<file path="src/rtl/prod_ctrl_n_pkg.sv">
// -----------------------------------------------------------------------------
// prod_ctrl_n_pkg
//   Shared definitions for the producer/buffer controller:
//     - state_t     : controller state encoding
//     - LED_*       : bit positions of each state on the led output
//     - MAX_CH      : upper bound on the number of producer channels
//     - lowest_index: lowest-set-bit priority encoder used for channel select
// -----------------------------------------------------------------------------
package prod_ctrl_n_pkg;

    typedef enum logic [1:0] {
        S_IDLE  = 2'd0,
        S_COMM  = 2'd1,
        S_WAIT  = 2'd2,
        S_DRAIN = 2'd3
    } state_t;

    localparam int LED_IDLE  = 0;
    localparam int LED_COMM  = 1;
    localparam int LED_WAIT  = 2;
    localparam int LED_DRAIN = 3;

    localparam int MAX_CH = 8;

    // Index of the lowest set bit of req; 0 when req is all zero (callers
    // only use the result when at least one bit is set).
    function automatic logic [2:0] lowest_index(input logic [MAX_CH-1:0] req);
        logic [2:0] idx;
        idx = '0;
        for (int i = MAX_CH - 1; i >= 0; i--) begin
            if (req[i]) idx = 3'(i);
        end
        return idx;
    endfunction

endpackage

</file>
<file path="src/rtl/prod_ctrl_n_edge.sv">
// -----------------------------------------------------------------------------
// edge_detector
//   Turns a raw button level into a single-cycle registered rising-edge pulse.
//   The input is first captured in a register so the edge comparison never
//   looks at the raw pin directly. A level that is high at clock edge k gives
//   a pulse during the cycle after edge k+1; a held button yields one pulse.
//
// Ports:
//   clk   in  system clock
//   rst   in  asynchronous active-high reset (clears any pending pulse)
//   din   in  raw button level
//   pulse out one-cycle rising-edge pulse
// -----------------------------------------------------------------------------
module edge_detector (
    input  logic clk,
    input  logic rst,
    input  logic din,
    output logic pulse
);

    logic sync_q;
    logic prev_q;

    // NOTE: sequential state uses non-blocking assignments so every register
    // samples the pre-edge value of its source, independent of statement order.
    always_ff @(posedge clk or posedge rst) begin
        if (rst) begin
            sync_q <= 1'b0;
            prev_q <= 1'b0;
            pulse  <= 1'b0;
        end else begin
            sync_q <= din;
            prev_q <= sync_q;
            pulse  <= sync_q & ~prev_q;
        end
    end

endmodule

</file>
<file path="src/rtl/prod_ctrl_n.sv">
// -----------------------------------------------------------------------------
// prod_ctrl_n
//   Arbitrates NUM_CH data producers into the single write port of the
//   clock-domain-crossing buffer. Production pauses while the buffer is full,
//   a stop drains the buffer before returning to idle, and the state is shown
//   one-hot on the LEDs. Optional channel re-targeting, drain timeout with a
//   sticky error flag, and a count of words written since the last start.
//
// Ports:
//   clk, rst      clock and asynchronous active-high reset
//   start         raw start buttons, one per channel
//   stop          raw stop button (all channels)
//   buffer_full   buffer write side full
//   buffer_empty  buffer read side empty
//   data_valid_2  consumer still holds a valid word
//   ch_valid      per-channel producer output valid
//   ch_data       packed producer data, channel i at [i*DATA_W +: DATA_W]
//   ch_en         one-hot producer enable
//   data_1_en     buffer write enable
//   data_1        buffer write data (0 when not writing)
//   active_ch     currently selected channel
//   led           one-hot state: [0]IDLE [1]COMM [2]WAIT [3]DRAIN
//   drain_err     sticky: last drain ended by timeout
//   word_count    words written since the last IDLE->COMM
// -----------------------------------------------------------------------------
module prod_ctrl_n
    import prod_ctrl_n_pkg::*;
#(
    parameter int NUM_CH        = 2,
    parameter int DATA_W        = 16,
    parameter int CH_W          = (NUM_CH > 1) ? $clog2(NUM_CH) : 1,
    parameter int ALLOW_SWITCH  = 0,
    parameter int DRAIN_TIMEOUT = 1024,
    parameter int CNT_W         = 16
) (
    input  logic                     clk,
    input  logic                     rst,
    input  logic [NUM_CH-1:0]        start,
    input  logic                     stop,
    input  logic                     buffer_full,
    input  logic                     buffer_empty,
    input  logic                     data_valid_2,
    input  logic [NUM_CH-1:0]        ch_valid,
    input  logic [NUM_CH*DATA_W-1:0] ch_data,
    output logic [NUM_CH-1:0]        ch_en,
    output logic                     data_1_en,
    output logic [DATA_W-1:0]        data_1,
    output logic [CH_W-1:0]          active_ch,
    output logic [3:0]               led,
    output logic                     drain_err,
    output logic [CNT_W-1:0]         word_count
);

    // Drain counter only needs to reach DRAIN_TIMEOUT-1.
    localparam int               TMO_W    = (DRAIN_TIMEOUT > 1) ? $clog2(DRAIN_TIMEOUT) : 1;
    localparam bit               TMO_EN   = (DRAIN_TIMEOUT != 0);
    localparam logic [TMO_W-1:0] TMO_LAST = TMO_EN ? TMO_W'(DRAIN_TIMEOUT - 1) : '0;

    // ------------------------------------------------------------------
    // Button edge detection: starts in [NUM_CH-1:0], stop in [NUM_CH]
    // ------------------------------------------------------------------
    logic [NUM_CH:0]   btn_raw;
    logic [NUM_CH:0]   btn_pulse;
    logic [NUM_CH-1:0] start_p;
    logic              stop_p;

    assign btn_raw = {stop, start};

    for (genvar i = 0; i <= NUM_CH; i++) begin : g_edge
        edge_detector u_edge (
            .clk  (clk),
            .rst  (rst),
            .din  (btn_raw[i]),
            .pulse(btn_pulse[i])
        );
    end

    assign start_p = btn_pulse[NUM_CH-1:0];
    assign stop_p  = btn_pulse[NUM_CH];

    // ------------------------------------------------------------------
    // State and datapath registers
    // ------------------------------------------------------------------
    state_t            state_q, state_d;
    logic [CH_W-1:0]   active_q, active_d;
    logic              err_q, err_d;
    logic [CNT_W-1:0]  wc_q, wc_d;
    logic [TMO_W-1:0]  tmo_q, tmo_d;

    logic [NUM_CH-1:0] active_oh;
    logic [NUM_CH-1:0] other_p;
    logic              switch_req;
    logic [CH_W-1:0]   first_start;
    logic [CH_W-1:0]   first_other;

    assign active_oh   = NUM_CH'(1) << active_q;
    // A re-target only counts when it names a channel other than the current one.
    assign other_p     = start_p & ~active_oh;
    assign switch_req  = (ALLOW_SWITCH != 0) && (other_p != '0);
    assign first_start = CH_W'(lowest_index(MAX_CH'(start_p)));
    assign first_other = CH_W'(lowest_index(MAX_CH'(other_p)));

    // NOTE: every signal driven here gets a default first, so no path through
    // the case statement can leave one unassigned and infer a latch.
    always_comb begin
        state_d  = state_q;
        active_d = active_q;
        err_d    = err_q;
        wc_d     = wc_q;
        tmo_d    = tmo_q;

        if (data_1_en) wc_d = wc_q + CNT_W'(1);

        unique case (state_q)
            S_IDLE: begin
                if (start_p != '0) begin
                    state_d  = S_COMM;
                    active_d = first_start;
                    wc_d     = '0;
                    err_d    = 1'b0;
                end
            end
            S_COMM: begin
                if (stop_p) begin
                    state_d = S_DRAIN;
                    tmo_d   = '0;
                end else if (buffer_full) begin
                    state_d = S_WAIT;
                end else if (switch_req) begin
                    active_d = first_other;
                end
            end
            S_WAIT: begin
                if (stop_p) begin
                    state_d = S_DRAIN;
                    tmo_d   = '0;
                end else if (!buffer_full) begin
                    state_d = S_COMM;
                end else if (switch_req) begin
                    active_d = first_other;
                end
            end
            S_DRAIN: begin
                // A clean drain wins over a timeout landing in the same cycle.
                if (buffer_empty && !data_valid_2) begin
                    state_d = S_IDLE;
                end else if (TMO_EN) begin
                    if (tmo_q == TMO_LAST) begin
                        state_d = S_IDLE;
                        err_d   = 1'b1;
                    end else begin
                        tmo_d = tmo_q + TMO_W'(1);
                    end
                end
            end
        endcase
    end

    always_ff @(posedge clk or posedge rst) begin
        if (rst) begin
            state_q  <= S_IDLE;
            active_q <= '0;
            err_q    <= 1'b0;
            wc_q     <= '0;
            tmo_q    <= '0;
        end else begin
            state_q  <= state_d;
            active_q <= active_d;
            err_q    <= err_d;
            wc_q     <= wc_d;
            tmo_q    <= tmo_d;
        end
    end

    // ------------------------------------------------------------------
    // Outputs
    // ------------------------------------------------------------------
    // Producers are enabled only while actually writing; a full buffer gates
    // the enable in the same cycle, before the state has moved to WAIT.
    always_comb begin
        ch_en = '0;
        if (state_q == S_COMM && !buffer_full) ch_en = active_oh;
    end

    assign data_1_en = |(ch_en & ch_valid);
    assign data_1    = data_1_en ? ch_data[int'(active_q)*DATA_W +: DATA_W] : '0;

    always_comb begin
        led = '0;
        unique case (state_q)
            S_IDLE:  led[LED_IDLE]  = 1'b1;
            S_COMM:  led[LED_COMM]  = 1'b1;
            S_WAIT:  led[LED_WAIT]  = 1'b1;
            S_DRAIN: led[LED_DRAIN] = 1'b1;
        endcase
    end

    assign active_ch  = active_q;
    assign drain_err  = err_q;
    assign word_count = wc_q;

endmodule
</file>
<file path="config.mk">
export PLATFORM = sky130hd
export DESIGN_NAME = prod_ctrl_n
export DESIGN_NICKNAME = d
export VERILOG_FILES = /design/src/rtl/prod_ctrl_n_pkg.sv /design/src/rtl/prod_ctrl_n_edge.sv /design/src/rtl/prod_ctrl_n.sv
export SDC_FILE = /design/constraint.sdc
export NUM_CORES = 1
export LEC_CHECK = 0
export ABC_AREA = 1
export BUFFER_PORTS_ARGS = -buffer_cell sky130_fd_sc_hd__buf_2
export CAP_MARGIN = 20
export CORE_MARGIN = 2
export CORE_UTILIZATION = 45
export DETAILED_ROUTE_END_ITERATION = 7
export PLACE_DENSITY = 0.76
export SLEW_MARGIN = 25
export SYNTH_ARGS = -nofsm -noshare
export SYNTH_HDL_FRONTEND = slang
export SYNTH_SLANG_ARGS = --single-unit
</file>
<file path="constraint.sdc">
create_clock -name clk -period 2.4 [get_ports clk]
set_clock_uncertainty 0.1 [all_clocks]
set_input_delay 0.24 -clock clk [delete_from_list [all_inputs] [get_ports clk]]
set_output_delay 0.24 -clock clk [all_outputs]
set_load 0.05 [all_outputs]
</file>
=== Word-level counts from Yosys, hierarchy flattened ===
Cells that the tools add are included.

* Add/subtract/negate cells: 2
* Multiply operators: 0
* Div/mod/pow operators: 0
* Magnitude comparators: 0
* Equality and inequality tests: 12
* Shifts and indexed selects: 2
* Mux-type cells: 27
* Bitwise operators: 7
* Reduce and logical (&&, ||, !) cells: 14

{| class="wikitable"
|+ Operator list
! cell !! number
|-
| two-way mux 16 bit || 4
|-
| indexed part select 32 x 6 -> 16 bit || 1
|-
| two-way mux 10 bit || 3
|-
| one-hot mux 10 bit (2 select lines) || 1
|-
| adder 16 x 1 -> 16 bit, second input constant || 1
|-
| two-way mux 2 bit || 8
|-
| AND reduction 4 bit || 3
|-
| adder 10 x 1 -> 10 bit, second input constant || 1
|-
| equality test 10 bit, second input constant || 1
|-
| two-way mux 1 bit || 9
|-
| inequality test 2 bit, second input constant || 4
|-
| one-hot mux 2 bit (4 select lines) || 1
|-
| inequality test 3 x 2 -> 1 bit, second input constant || 2
|-
| nonzero test 2 bit || 3
|-
| equality test 2 bit, second input constant || 2
|-
| OR reduction 2 bit || 2
|-
| bitwise AND 1 bit || 3
|-
| inequality test 3 bit, second input constant || 1
|-
| inverter 1 bit || 3
|-
| bitwise AND 2 bit || 1
|-
| equality test 2 x 1 -> 1 bit, second input constant || 1
|-
| logical AND 1 bit || 2
|-
| logical NOT 1 bit || 2
|-
| logical NOT 2 bit || 1
|-
| other kinds (4) || 4
|}

* Register bits: 39
* Latch bits: 0
* RAM bits: 0
* Bits in read-only memories: 0
* Input bits: 42
* Output and inout port bits: 41
* Memories: 0

=== Depth between registers and ports, before layout ===
* Word-level depth: 8
* Gate-level depth with buffers: 11
* Depth with buffers taken out: 11

=== Cells and area by module ===
A second synthesis with hierarchy kept.

* Cell total of the unflattened synthesis: 324
* Area, all modules: 2,327.2 um^2

{| class="wikitable"
|+ By module, submodules not included
! module !! times used !! cells each !! area an instance (um^2) !! seq. area each (um^2)
|-
| prod_ctrl_n || 1 || 306 || 2,060.7 || 750.7
|-
| edge_detector || 3 || 6 || 88.8 || 75.1
|}

=== Worst setup path before layout ===
No wires, ideal clock.

* Path type: reg2out
* From: reg state_q[1]
* To: out data_1[10]
* Arrival time: 2,487 ps
* Data required time: 2,060 ps
* Setup slack: -427 ps
* Stages on the path, launching flop included: 10
* Buffers on the path: 1
* Cell sequence: dfrtp_1 -> inv_1 -> ha_1 -> inv_1 -> nor2_2 -> nand3_1 -> nand2_2 -> inv_2 -> buf_2 -> a21oi_1

* Word-level cells in the longest chain between the ends: 6

{| class="wikitable"
|+ RTL lines
! element !! RTL line !! RTL
|-
| start: declaration || prod_ctrl_n.sv:84 || <nowiki>state_t state_q, state_d;</nowiki>
|-
| start signal: assignment || prod_ctrl_n.sv:167 || <nowiki>state_q <= state_d;</nowiki>
|-
| equality test 2 x 1 -> 1 bit || prod_ctrl_n.sv:182 || <nowiki>if (state_q == S_COMM && !buffer_full) ch_en = active_oh;</nowiki>
|-
| logical AND 1 bit || prod_ctrl_n.sv:182 ||
|-
| two-way mux 2 bit || prod_ctrl_n.sv:182 ||
|-
| bitwise AND 2 bit || prod_ctrl_n.sv:185 || <nowiki>assign data_1_en = |(ch_en & ch_valid);</nowiki>
|-
| OR reduction 2 bit || prod_ctrl_n.sv:185 ||
|-
| two-way mux 16 bit || prod_ctrl_n.sv:186 || <nowiki>assign data_1 = data_1_en ? ch_data[int'(active_q)*DATA_W +: DATA_W] : '0;</nowiki>
|-
| end: declaration || prod_ctrl_n.sv:47 || <nowiki>output logic [DATA_W-1:0] data_1,</nowiki>
|}

No other way between the ends.

=== Final worst setup path ===
* From: reg state_q[1]
* To: out data_1_en

* Word-level cells in the longest chain between the ends: 5

{| class="wikitable"
|+ RTL lines
! element !! RTL line !! RTL
|-
| equality test 2 x 1 -> 1 bit || prod_ctrl_n.sv:182 ||
|-
| logical AND 1 bit || prod_ctrl_n.sv:182 ||
|-
| two-way mux 2 bit || prod_ctrl_n.sv:182 ||
|-
| bitwise AND 2 bit || prod_ctrl_n.sv:185 ||
|-
| OR reduction 2 bit || prod_ctrl_n.sv:185 ||
|-
| end: declaration || prod_ctrl_n.sv:46 || <nowiki>output logic data_1_en,</nowiki>
|}

No other way between the ends.

==> impl_metrics.prom <==
# TYPE chip_impl_metric gauge
chip_impl_metric{name="cts_buffers",unit=""} 5
chip_impl_metric{name="synth_cells",unit=""} 331
chip_impl_metric{name="io_pins",unit=""} 83
chip_impl_metric{name="finalPower",unit="mW"} 2.52
chip_impl_metric{name="detail-route-antenna-nets",unit=""} 0
chip_impl_metric{name="io_buffers",unit=""} 82
chip_impl_info{name="r2r-end",value="word_count[6]$_DFF_PP0_"} 1
chip_impl_metric{name="post_drt_wl_per_cell",unit="um"} 11.5
chip_impl_metric{name="dp.final_hpwl",unit="um"} 4260
chip_impl_metric{name="worstPathMaxFanout",unit=""} 17
chip_impl_info{name="setup_repair_after_global_routing_missed_its_margin",value="no"} 1
chip_impl_metric{name="timing_hold_violations_final",unit=""} 0
chip_impl_info{name="setup.worst_path.start_class",value="flop"} 1
chip_impl_metric{name="area_growth_syn_to_layout",unit="%"} 30.7
chip_impl_metric{name="timing.reg2reg.worst_path_depth",unit=""} 11
chip_impl_metric{name="yosysSeqAreaShare",unit="%"} 40.9
chip_impl_metric{name="filler_free_cell_count_of_the_finished_design",unit=""} 489
chip_impl_info{name="regToRegStartpoint",value="state_q[1]$_DFFE_PP0P_"} 1
chip_impl_metric{name="drt_drc_violations_left",unit=""} 0
chip_impl_metric{name="switching_share",unit="%"} 49.3
chip_impl_metric{name="vdd_drop_max",unit="uV"} 429
chip_impl_metric{name="internal_power",unit="mW"} 1.28
chip_impl_metric{name="number_of_cells_on_the_worst_hold_path",unit=""} 0
chip_impl_metric{name="gr-total-overflow",unit=""} 0
chip_impl_metric{name="cts_post_setup_buffers_inserted",unit=""} 0
chip_impl_metric{name="antennaDiodeCount",unit=""} 0
chip_impl_info{name="crit_path_cell_trace",value="inv_1 -> ha_2 -> inv_1 -> nor2_2 -> nand3_1 -> nand2_2 -> buf_4 -> buf_2"} 1
chip_impl_metric{name="htree_num_levels",unit=""} 2
chip_impl_info{name="status",value="finished, final reports clean"} 1
chip_impl_metric{name="first_iter_violations",unit=""} 95
chip_impl_metric{name="critPathBufInv",unit=""} 4
chip_impl_metric{name="period_minus_slack",unit="ns"} 2.29
chip_impl_metric{name="synth_area_per_cell",unit="um2"} 7.21
chip_impl_metric{name="final.fill_count",unit=""} 483
chip_impl_metric{name="net_switching_power_of_the_design",unit="mW"} 1.24
chip_impl_metric{name="setup_tns",unit="ns"} 0
chip_impl_info{name="worstSetupEndpointType",value="output pin"} 1
chip_impl_metric{name="worstPathArrival",unit="ns"} 1.95
chip_impl_metric{name="place_worst_setup_slack",unit="ns"} 0.259
chip_impl_metric{name="clock_power_share",unit="%"} 17.6
chip_impl_info{name="crit_top_cell",value="sky130_fd_sc_hd__inv_1"} 1
chip_impl_metric{name="die_width",unit="um"} 76.8
chip_impl_metric{name="floorplan.die.height",unit="um"} 76.8
chip_impl_metric{name="post-route-period-util",unit="%"} 95.4
chip_impl_metric{name="worst-endpoint-required",unit="ns"} 2.06
chip_impl_metric{name="detail_route.first_pass.iterations",unit=""} 4
chip_impl_metric{name="number_of_global_route_vias_before_repair",unit=""} 2215
chip_impl_info{name="layout.cells.most_common_list",value="sky130_fd_sc_hd__nand2_1 (99), sky130_fd_sc_hd__buf_2 (73), sky130_fd_sc_hd__inv_1 (45)"} 1
chip_impl_metric{name="seq_power_share",unit="%"} 31.3
chip_impl_metric{name="timing.slew.headroom",unit="%"} 68.0
chip_impl_metric{name="power_leakage",unit="nW"} 1.70
chip_impl_metric{name="floorplan.die_area",unit="mm2"} 0.00590
chip_impl_metric{name="worst_slack",unit="ns"} 0.109
chip_impl_metric{name="grt_pass1_wl",unit="um"} 9760
chip_impl_metric{name="gp_congestion",unit=""} 0.800
chip_impl_metric{name="synth.net_count",unit=""} 380
chip_impl_metric{name="track_usage",unit="%"} 20.0
chip_impl_metric{name="instance_count_after_placement_with_tap_cells_included",unit=""} 478
chip_impl_metric{name="synth.lib_cells_used.distinct",unit=""} 31
chip_impl_metric{name="synth.cell_area",unit="mm2"} 0.00239
chip_impl_metric{name="clk_transition_reported_paths",unit="ns"} 0.07
chip_impl_metric{name="placed_area",unit="mm2"} 0.00296
chip_impl_info{name="root_buffer",value="sky130_fd_sc_hd__clkbuf_8"} 1
chip_impl_info{name="cpLargestDelayFamily",value="buffers and inverters"} 1
chip_impl_metric{name="post_route_cells_drive_above_1_share",unit="%"} 30.3
chip_impl_metric{name="setup_viol",unit=""} 0
chip_impl_info{name="tritoncts_clock_tree",value="done"} 1
chip_impl_metric{name="max_clock_freq",unit="GHz"} 0.437
chip_impl_info{name="min-delay-path-class",value="reg2reg"} 1
chip_impl_metric{name="wirelength",unit="um"} 5600
chip_impl_metric{name="yosys_register_bits",unit=""} 39
chip_impl_metric{name="drv_slew",unit=""} 0
chip_impl_metric{name="critical_path.max_stage_delay",unit="ns"} 0.45
chip_impl_metric{name="combinationalPowerShare",unit="%"} 51.1
chip_impl_metric{name="clock_sink_count",unit=""} 39
chip_impl_metric{name="final_net_count",unit=""} 468
chip_impl_metric{name="antenna_found_initial",unit=""} 0
chip_impl_metric{name="source_to_sink_clock_delay_at_the_later_pin_of_the_worst_skew_pair",unit="ns"} 0.29
chip_impl_metric{name="fp-row-count",unit=""} 26
chip_impl_info{name="setup.worst_path.class",value="reg2out"} 1
chip_impl_metric{name="largest_net_degree_at_the_start_of_global_routing",unit=""} 40
chip_impl_info{name="most_common_library_cell_in_the_layout_ignoring_fill_and_taps",value="sky130_fd_sc_hd__nand2_1"} 1
chip_impl_metric{name="yosysWarnings",unit=""} 0
chip_impl_info{name="worst_path_max_delay_cell",value="sky130_fd_sc_hd__dfrtp_2"} 1
chip_impl_metric{name="power_dens_cells",unit="mW/mm2"} 809
chip_impl_metric{name="timing_worst_slew_pin_value",unit="ns"} 0.479
chip_impl_metric{name="num_vias",unit=""} 2371
chip_impl_metric{name="initial_utilization",unit="%"} 46.7
chip_impl_info{name="worst_hold_endpoint",value="g_edge[1].u_edge.prev_q$_DFF_PP0_"} 1
chip_impl_metric{name="core-area",unit="mm2"} 0.00511
chip_impl_metric{name="final_design_area_no_fill",unit="mm2"} 0.00312
chip_impl_metric{name="cts.path.max_buffers",unit=""} 2
chip_impl_metric{name="r2r_slack",unit="ns"} 0.41
chip_impl_metric{name="cap_violations",unit=""} 0
chip_impl_metric{name="vias_per_cell",unit=""} 4.85
chip_impl_info{name="min_from",value="g_edge[1].u_edge.sync_q$_DFF_PP0_"} 1
==> power by group through the flow <==
stage,logic [mW],clock network (mW),registers [mW]
5_1_grt,1.42,0.491,0.798
3_5_place_dp,1.27,0,0.800
4_1_cts,1.29,0.462,0.787
6_report,1.29,0.444,0.789
3_3_place_gp,1.26,0,0.795
2_1_floorplan,0.972,0,0.872
==> synthesized netlist by cell type (all sizes together) <==
library cell  number  area share [%]
nand2            102              17
o21ai             19             5.1
nand3             24             6.0
o31ai              1            0.31
xor2               1            0.37
or2                1            0.26
nand4              7             1.8
buf                7             2.4
clkbuf             2            0.31
o22ai              1            0.26
dfrtp             39              41
a21oi             27             5.7
inv               50             8.0
nand3b             2            0.63
o21bai             1            0.31
ha                 7             3.7
nor3               1            0.21
a22o               1            0.37
nor2              38             6.8
==> layout make-up <==
| type | instances | area (um2) | area share, % |
|---|---|---|---|
| sequential | 39 | 977 | 31.3 |
| timing repair buffer | 90 | 503 | 16.1 |
| tap | 70 | 87.6 | 2.81 |
| inverter | 50 | 195 | 6.26 |
| clock buffer | 6 | 82.6 | 2.65 |
| multi-input combinational | 233 | 1270 | 40.7 |
| clock inverter | 1 | 5.00 | 0.160 |
==> layer usage <==
layer	wire length, um	up-vias	track usage [%]	share of wire [%]
li1	-	1214	-	-
met2	2640	76	35.4	47
met5	0	-	0	0
met4	58	0	4.91	1.0
met1	2450	1074	23.8	44
met3	448	7	6.00	8.0
==> registers in the layout, indices dropped and copies added (netlist names) <==
name / count
active_ch: 1
drain_err: 1
g_edge.u_edge.prev_q: 3
g_edge.u_edge.pulse: 3
g_edge.u_edge.sync_q: 3
state_q: 2
tmo_q: 10
word_count: 16
==> how the worst max path moves through the flow <==
stage / start / endpoint / depth (start not counted)
after floorplan: state_q[1]$_DFFE_PP0P_ / data_1[0] / 8
after global placement: state_q[1]$_DFFE_PP0P_ / data_1[15] / 9
after detailed placement: state_q[1]$_DFFE_PP0P_ / data_1[3] / 9
after CTS: state_q[1]$_DFFE_PP0P_ / data_1[0] / 9
after global routing: state_q[1]$_DFFE_PP0P_ / data_1_en / 8
final: state_q[1]$_DFFE_PP0P_ / data_1_en / 8
==> metrics by stage <==
step	hold slack (ns)	utilization, %
2_1_floorplan	0.171	-
3_3_place_gp	0.250	57.9
3_5_place_dp	0.249	57.9
4_1_cts	0.285	60.7
5_1_grt	0.309	61.1
6_report	0.282	61.1
==> cells by family (layout without fill, tap and decap cells) <==
logic type               after synthesis  after routing  synth area share (%)
AO/OA/AOI/OAI                         50             50                  12.0
XOR/XNOR                               1              1                 0.367
adder cells (fa/ha/maj)                7              7                  3.67
buffers and inverters                 59            147                  10.6
flip-flops                            39             39                  40.9
AND/OR/NAND/NOR                      175            175                  32.4
==> timing repair <==
action                     4_1_cts  5_1_grt
hold buffers                     4        0
gates resized for setup          5       10
setup endpoints to repair       16       16
hold endpoints to repair        42        0
Note: power is estimated with default switching activity, not from simulation.
